==> config.mk <==
export PLATFORM = sky130hd
export DESIGN_NAME = add_req_sequencer
export DESIGN_NICKNAME = d
export VERILOG_FILES = /design/src/rtl/add_req_sequencer.sv
export SDC_FILE = /design/constraint.sdc
export NUM_CORES = 1
export LEC_CHECK = 0
export ABC_AREA = 1
export CORE_ASPECT_RATIO = 0.5
export CORE_UTILIZATION = 25
export DETAILED_ROUTE_END_ITERATION = 8
export MAX_ROUTING_LAYER = met4
export PLACE_DENSITY = 0.42
export SLEW_MARGIN = 20
export SYNTH_ARGS = -nofsm -noshare
export SYNTH_HDL_FRONTEND = slang
export SYNTH_SLANG_ARGS = --single-unit
==> constraint.sdc <==
create_clock -name clk -period 6.62 [get_ports clk]
set_input_delay 1.324 -clock clk [delete_from_list [all_inputs] [get_ports clk]]
set_output_delay 1.324 -clock clk [all_outputs]
set_load 0.03 [all_outputs]
==> src/rtl/add_req_sequencer.sv <==
// Initiator-side sequencer for the start/valid adder: buffers operand pairs, issues
// single-cycle add_start pulses under result-FIFO credit, and returns results in order.
module add_req_sequencer #(
   parameter int W      = 12,
   parameter int CDEPTH = 4,
   parameter int RDEPTH = 4
) (
   input  logic         clk,
   input  logic         rst_n,
   input  logic         in_valid,
   output logic         in_ready,
   input  logic [W-1:0] in_a,
   input  logic [W-1:0] in_b,
   output logic         add_start,
   output logic [W-1:0] add_a,
   output logic [W-1:0] add_b,
   input  logic [W-1:0] add_y,
   input  logic         add_valid,
   output logic         out_valid,
   input  logic         out_ready,
   output logic [W-1:0] out_y,
   output logic         busy,
   output logic         err_unexp
);

   localparam int CAW = $clog2(CDEPTH);
   localparam int RAW = $clog2(RDEPTH);

   logic [W-1:0]   cmd_a_mem [CDEPTH];
   logic [W-1:0]   cmd_b_mem [CDEPTH];
   logic [CAW-1:0] cmd_wp;
   logic [CAW-1:0] cmd_rp;
   logic [CAW:0]   cmd_count;

   logic [W-1:0]   res_mem [RDEPTH];
   logic [RAW-1:0] res_wp;
   logic [RAW-1:0] res_rp;
   logic [RAW:0]   res_count;
   logic [RAW:0]   outstanding;

   logic [RAW+1:0] credit_used;
   logic           cmd_push;
   logic           issue;
   logic           res_accept;
   logic           res_pop;
   logic           unexp;

   // Credit counts both in-flight requests and results still buffered, so every
   // legal return always finds a free result slot.
   assign credit_used = {1'b0, outstanding} + {1'b0, res_count};

   assign in_ready   = (cmd_count < (CAW+1)'(CDEPTH));
   assign cmd_push   = in_valid & in_ready;
   assign issue      = (cmd_count != '0) && (credit_used < (RAW+2)'(RDEPTH));
   assign res_accept = add_valid && (outstanding != '0);
   assign unexp      = add_valid && (outstanding == '0) && !issue;
   assign out_valid  = (res_count != '0);
   assign out_y      = res_mem[res_rp];
   assign res_pop    = out_valid & out_ready;
   assign busy       = (cmd_count != '0) | (outstanding != '0) | (res_count != '0);

   always_ff @(posedge clk) begin
      if (!rst_n) begin
         for (int i = 0; i < CDEPTH; i++) begin
            cmd_a_mem[i] <= '0;
            cmd_b_mem[i] <= '0;
         end
         cmd_wp    <= '0;
         cmd_rp    <= '0;
         cmd_count <= '0;
         add_start <= 1'b0;
         add_a     <= '0;
         add_b     <= '0;
      end else begin
         if (cmd_push) begin
            cmd_a_mem[cmd_wp] <= in_a;
            cmd_b_mem[cmd_wp] <= in_b;
            cmd_wp            <= cmd_wp + 1'b1;
         end
         add_start <= issue;
         if (issue) begin
            add_a  <= cmd_a_mem[cmd_rp];
            add_b  <= cmd_b_mem[cmd_rp];
            cmd_rp <= cmd_rp + 1'b1;
         end
         if (cmd_push && !issue) begin
            cmd_count <= cmd_count + 1'b1;
         end else if (!cmd_push && issue) begin
            cmd_count <= cmd_count - 1'b1;
         end
      end
   end

   always_ff @(posedge clk) begin
      if (!rst_n) begin
         for (int i = 0; i < RDEPTH; i++) begin
            res_mem[i] <= '0;
         end
         res_wp      <= '0;
         res_rp      <= '0;
         res_count   <= '0;
         outstanding <= '0;
         err_unexp   <= 1'b0;
      end else begin
         if (res_accept) begin
            res_mem[res_wp] <= add_y;
            res_wp          <= res_wp + 1'b1;
         end
         if (res_pop) begin
            res_rp <= res_rp + 1'b1;
         end
         if (res_accept && !res_pop) begin
            res_count <= res_count + 1'b1;
         end else if (!res_accept && res_pop) begin
            res_count <= res_count - 1'b1;
         end
         if (issue && !res_accept) begin
            outstanding <= outstanding + 1'b1;
         end else if (!issue && res_accept) begin
            outstanding <= outstanding - 1'b1;
         end
         if (unexp) begin
            err_unexp <= 1'b1;
         end
      end
   end

endmodule

==> flow_summary_export.csv, run 1 <==
group,metric,value,unit
run_status,status,"finished clean",
sta,max-slew-margin-rel,27.2,%
sta,finalSetupViolCount,0,
floorplan,die_area,35900,µm²
sta,max_freq,239,MHz
logic_synthesis,syn_inst,925,
logic_synthesis,synth_top_area_share,49.3,%
final_layout,drive_gt1_share,8.88,%
worst_setup_path,critical-path-top-delay-family,"buffers and inverters",
sta,fin_crit,4.19,ns
placement,place_congestion,0.721,
logic_synthesis,yosysTopAreaCell,"edfxtp_1",
placement,dpl_cell_area,9950,µm²
sta,tightest_slew,1.09,ns
cts,clkTransAtPathRegs,0.07,ns
worst_setup_path,crit_path_max_fanout,25,
worst_setup_path,arrival,2.87,ns
logic_synthesis,synth_area_leaders,"edfxtp_1 49%, dfxtp_1 10%, nor2_1 8.5%, inv_1 7.1%, nand2_1 6.2%",
cts,clock_path_buffers,2,
grt,grt_pass1_vias,5918,
worst_setup_path,crit_path_max_incr_delay,0.83,ns
floorplan,io_pins,82,
flow_run,cap_violations,0,
logic_synthesis,ys_seq_elements,189,
cts,clk_latency,0.44,ns
logic_synthesis,synthTopCellsByCount,"198 x nor2_1, 166 x inv_1, 145 x nand2_1, 144 x edfxtp_1, 48 x o211ai_1",
sta,drv_slew,0,
routing,drt-total-wl,20700,µm
routing,routed_via_density,4.00,
grt,grt_overflow_total,0,
sta,hold_violations,0,
grt,antenna_found_initial,0,
worst_setup_path,crit_buf_inv,2,
pwr,leakagePower,0.00420,µW
routing,ant_nets,0,
floorplan,coreArea,34500,µm²
cts,cts_tree,"done",
logic_synthesis,syn_avg_cell_area,9.49,µm²
logic_synthesis,synthFlopType,"edfxtp_1",
logic_synthesis,yosys.cell_types.count,28,
worst_setup_path,critPathRequiredTime,5.30,ns
cts,cts-htree-levels,4,
placement,io_buffers,81,
worst_setup_path,cp-end-kind,"output pin",
routing,route.detailed.drc,0,
worst_setup_path,critPathLaunchType,"flip-flop",
final_layout,fin_cells,1477,
sta,rsz0062_at_grt,"no",
cts,root_buffer,"clkbuf_16",
pwr,vdd_ir_drop_max,0.202,mV
worst_setup_path,regToRegSetupSlack,3.83,ns
grt,grt_pass1_wl,33100,µm
floorplan,start_util,25.4,%
sta,finalCritPeriodShare,63.3,%
sta,fin_skew,0.0115,ns
floorplan,rows,48,
worst_setup_path,worstSetupPathType,"reg -> out",
logic_synthesis,async_flop_share,0,%
logic_synthesis,synth_edf_count,144,
cts,cts-resized-gates,0,
logic_synthesis,yosysWarningCount,0,
logic_synthesis,syn_area,8780,µm²
routing,drt_pass1_iterations,5,
grt,gr-usage-all-layers,12.6,%
routing,dr_total_vias,5902,
grt,grt_start_max_net_pins,100,
sta,setup_tns,0,ns
final_layout,stdcell_area,10500,µm²
routing,drt_iter0_markers,404,
pwr,power_per_cell_area,387,nW/µm²
logic_synthesis,synth-seq-area-share,59.5,%
final_layout,layout-area-overhead-vs-synth,19.5,%
routing,wl_per_cell,14.0,µm
placement,dpl.cell_count,1445,
placement,hpwl,13300,µm
worst_setup_path,cp_slowest_cell,"dfxtp_1",
cts,cts_setup_buffers,0,
logic_synthesis,synth_nets,974,
final_layout,antennaDiodeCount,0,
hold_path,min_path_type,"reg -> reg",
floorplan,die_x,267,µm
logic_synthesis,yosysMostFrequentCell,"nor2_1",
cts,cts.sinks,189,
cts,cts_hold_buf,0,
worst_setup_path,cp_cell_sequence,"inv_1 -> o21ai_0 -> o22ai_1 -> clkdlybuf4s50_1",
floorplan,die_h,134,µm
cts,cts_made_buffers,17,
sta,worst_hold_slack,0.469,ns
final_layout,nets,1038,
[worst paths after layout]
path,from,to,cells past startpoint
setup / recovery,flip-flop,out_y[2],4
hold / removal,err_unexp,err_unexp,2
setup reg to reg,cmd_count[2],cmd_b_mem[2][7],5
hold reg to reg,err_unexp,err_unexp,2
[logic make-up after synthesis]
group	Yosys count	synth area share, %
xor+xnor	2	0.200
simple gates	396	20.0
fa+ha+maj	8	1.40
compound gates	117	8.25
flops	189	59.5
buf+inv	213	10.6
[tightest hold or removal path, cell delays in order (launching register included)]
cell and delay (ns):
dfxtp_1 0.32, inv_1 0.05, a21oi_1 0.05
[sequential cells by signal, indices dropped and copies added (netlist names), 2 cells and up, named ones only]
name	flops
cmd_a_mem	48
cmd_b_mem	48
res_mem	48
add_a	12
add_b	12
cmd_count	3
outstanding	3
res_count	3
cmd_rp	2
cmd_wp	2
res_rp	2
res_wp	2
[cell type report]
class                   instances  area [µm²]
fillers                      3633       24000
flip-flops and latches        189        5230
multi-input cells             523        2640
repair buffers                 89         866
inverters                     169         634
well taps                     475         594
clock buffers                  20         437
clock inverters                12        91.3
[per-stage QoR]
stage | util (%) | total power [µW] | setup slack, ns
3_3_place_gp | 28.8 | 3140 | 2.09
3_5_place_dp | 28.8 | 3160 | 2.02
4_1_cts | 30.4 | 4130 | 2.33
5_1_grt | 30.4 | 4360 | 2.14
2_1_floorplan | - | 2700 | 3.23
6_report | 30.4 | 4060 | 2.43
[power breakdown]
part / leakage, µW / internal, µW / total, µW / switching (µW)
clock network: 0.000252 / 485 / 956 / 472
registers: 0.00187 / 1470 / 1570 / 101
logic: 0.00208 / 512 / 1530 / 1020
[layout by cell type (no fill, tap or decap), drive strengths merged, types with 12 or more instances in the layout]
cell type,Yosys,layout
nand2,157,157
clkdlybuf4s50,0,80
o21ai,44,44
o22ai,12,12
clkbuf,12,20
o211ai,48,48
nor2,228,228
edfxtp,144,144
inv,169,172
dfxtp,45,45
[metal layers]
| layer | wire length (µm) | GRT usage, % | up-vias |
|---|---|---|---|
| li1 | - | - | 3067 |
| met1 | 9740 | 15.7 | 2755 |
| met2 | 10100 | 20.7 | 57 |
| met3 | 430 | 2.24 | 23 |
| met4 | 328 | 4.34 | 0 |
| met5 | 0 | - | - |
Power figures use the tool's default switching activity.
==> run 2, diff against run 1 <==
--- a/config.mk
+++ b/config.mk
@@ -10,7 +10,7 @@
 export CORE_UTILIZATION = 25
 export DETAILED_ROUTE_END_ITERATION = 8
 export MAX_ROUTING_LAYER = met4
-export PLACE_DENSITY = 0.42
+export PLACE_DENSITY = 0.44
 export SLEW_MARGIN = 20
 export SYNTH_ARGS = -nofsm -noshare
 export SYNTH_HDL_FRONTEND = slang
==> constraint.sdc (replaced) <==
create_clock -name clk -period 3.5 [get_ports clk]
set_input_delay 0.7 -clock clk [delete_from_list [all_inputs] [get_ports clk]]
set_output_delay 0.7 -clock clk [all_outputs]
set_load 0.03 [all_outputs]
==> run 2 against run 1 <==
  * The flow now finishes with violations (design-rule violations)
  * Clock power up 100%
  * Global-route usage up 0.19 points
  * Die area unchanged
  * Via count up 2.0%
  * Sequential share of layout area down 0.49 points
  * Register-to-register slack worse by 2.7 ns
  * Core utilization up 0.30 points
  * Wire length up 2.5%
  * First-iteration DRC count down 23%
  * Combinational power up 90%
  * Count of clock-buffer cells in the layout up 3
  * Largest cell class unchanged
==> flow_summary_export.csv, run 2 (synthesis gave the netlist of run 1 again) <==
group,metric,value,unit
cts,cts_tree,"done",
sta,fin_skew,0.0154,ns
floorplan,rows,48,
flow_run,cap_violations,0,
grt,grt_overflow_total,0,
sta,max-slew-margin-rel,28.1,%
worst_setup_path,reg2reg_to,"outstanding[2]",
cts,cts-resized-gates,0,
worst_setup_path,path_depth,4,
floorplan,die_area,35900,µm²
worst_setup_path,regToRegSetupSlack,1.15,ns
cts,cts_setup_buffers,0,
worst_setup_path,cp_slowest_cell,"clkdlybuf4s50_1",
sta,setup_tns,0,ns
cts,cts.sinks,189,
final_layout,drive_gt1_share,9.78,%
worst_setup_path,crit_path_end,"out_y[0]",
floorplan,die_h,134,µm
sta,finalCritPeriodShare,87.4,%
run_status,status,"finished with violations",
worst_setup_path,worstSetupPathType,"reg -> out",
routing,dr_total_vias,6019,
hold_path,min_path_type,"reg -> reg",
cts,cts_made_buffers,17,
pwr,leakagePower,0.00428,µW
cts,clk_latency,0.45,ns
pwr,power_per_cell_area,740,nW/µm²
worst_setup_path,cp_cell_sequence,"inv_1 -> o21ai_0 -> o22ai_1 -> clkdlybuf4s50_1",
final_layout,layout-area-overhead-vs-synth,20.6,%
worst_setup_path,reg2reg_depth,11,
worst_setup_path,arrival,2.36,ns
sta,finalSetupViolCount,0,
sta,rsz0062_at_grt,"no",
pwr,vdd_ir_drop_max,0.422,mV
grt,grt_pass1_wl,33300,µm
worst_setup_path,critPathRequiredTime,2.80,ns
worst_setup_path,critical-path-top-delay-family,"buffers and inverters",
placement,io_buffers,81,
floorplan,die_x,267,µm
routing,ant_nets,0,
cts,clkTransAtPathRegs,0.07,ns
placement,place_congestion,0.746,
worst_setup_path,crit_path_max_incr_delay,0.72,ns
routing,wl_per_cell,14.2,µm
sta,max_freq,327,MHz
final_layout,nets,1048,
grt,grt_pass1_vias,6034,
final_layout,largestRegisters,"cmd_a_mem x48, cmd_b_mem x48, res_mem x48",
worst_setup_path,critPathLaunchType,"flip-flop",
routing,route.detailed.drc,1,
floorplan,io_pins,82,
routing,drt_pass1_iterations,6,
sta,fin_crit,3.06,ns
cts,clock_path_buffers,2,
sta,drv_slew,0,
cts,cts-htree-levels,4,
run_status,violations,"design-rule violations",
final_layout,antennaDiodeCount,0,
placement,hpwl,13500,µm
cts,root_buffer,"clkbuf_16",
routing,routed_via_density,4.05,
sta,tightest_slew,1.07,ns
worst_setup_path,r2r-start,"outstanding[1]",
worst_setup_path,crit_path_max_fanout,13,
final_layout,mostFrequentLayoutCell,"nor2_1",
worst_setup_path,crit_buf_inv,2,
routing,drt-total-wl,21200,µm
final_layout,final_cell_mix,"198 x nor2_1, 165 x inv_1, 145 x nand2_1",
sta,worst_hold_slack,0.480,ns
worst_setup_path,cp-end-kind,"output pin",
routing,drt_iter0_markers,310,
grt,grt_start_max_net_pins,49,
grt,antenna_found_initial,0,
floorplan,start_util,25.4,%
floorplan,coreArea,34500,µm²
cts,cts_hold_buf,0,
sta,hold_violations,0,
grt,gr-usage-all-layers,12.8,%
final_layout,nFillCells,3605,
==> run 2: stage by stage <==
| step | setup slack [ns] | cells | util, % | power, µW | area (µm²) |
|---|---|---|---|---|---|
| floorplan | 0.732 | 925 | - | 5120 | 8780 |
| global placement | 0.875 | 1455 | 29.0 | 5990 | 10000 |
| detailed placement | 0.823 | 1455 | 29.0 | 6030 | 10000 |
| CTS | 0.330 | 1487 | 30.7 | 7960 | 10600 |
| global route | 0.215 | 1487 | 30.7 | 8380 | 10600 |
| finish | 0.442 | 1487 | 30.7 | 7830 | 10600 |
==> run 2: how the worst min path moves through the flow <==
| stage | from | end | cells after the start |
|---|---|---|---|
| final | err_unexp | err_unexp | 2 |
| after global routing | err_unexp | err_unexp | 2 |
| after CTS | outstanding[2] | outstanding[2] | 2 |
| after detailed placement | outstanding[2] | outstanding[2] | 2 |
| after global placement | outstanding[2] | outstanding[2] | 2 |
| after floorplan | outstanding[2] | outstanding[2] | 2 |
==> run 2: area by class of cell <==
cell class                 count  area [µm²]  share of cell area [%]
sequential                   189        5230                    49.4
inverter                     169         634                    5.99
timing repair buffer          99         941                    8.89
multi-input combinational    523        2630                    24.8
clock inverter                 9        72.6                   0.685
tap                          475         594                    5.61
clock buffer                  23         489                    4.62
==> run 2: worst min-delay path: cells and delay by family (launching register included) <==
kind	cells	cell delay, ns
AOI/OAI and AO/OA	1	0.05
buffers and inverters	1	0.05
DFF	1	0.33
==> run 2: per-layer routing <==
layer	track usage [%]	wire (µm)
met1	15.4	10100
met2	21.6	10400
met3	2.53	480
met4	4.12	208
met5	-	0
==> run 2: report_power, final <==
| group | internal (µW) | switching [µW] | leakage [µW] |
|---|---|---|---|
| Sequential | 2780 | 223 | 0.00187 |
| Combinational | 993 | 1920 | 0.00213 |
| Clock | 1010 | 902 | 0.000280 |
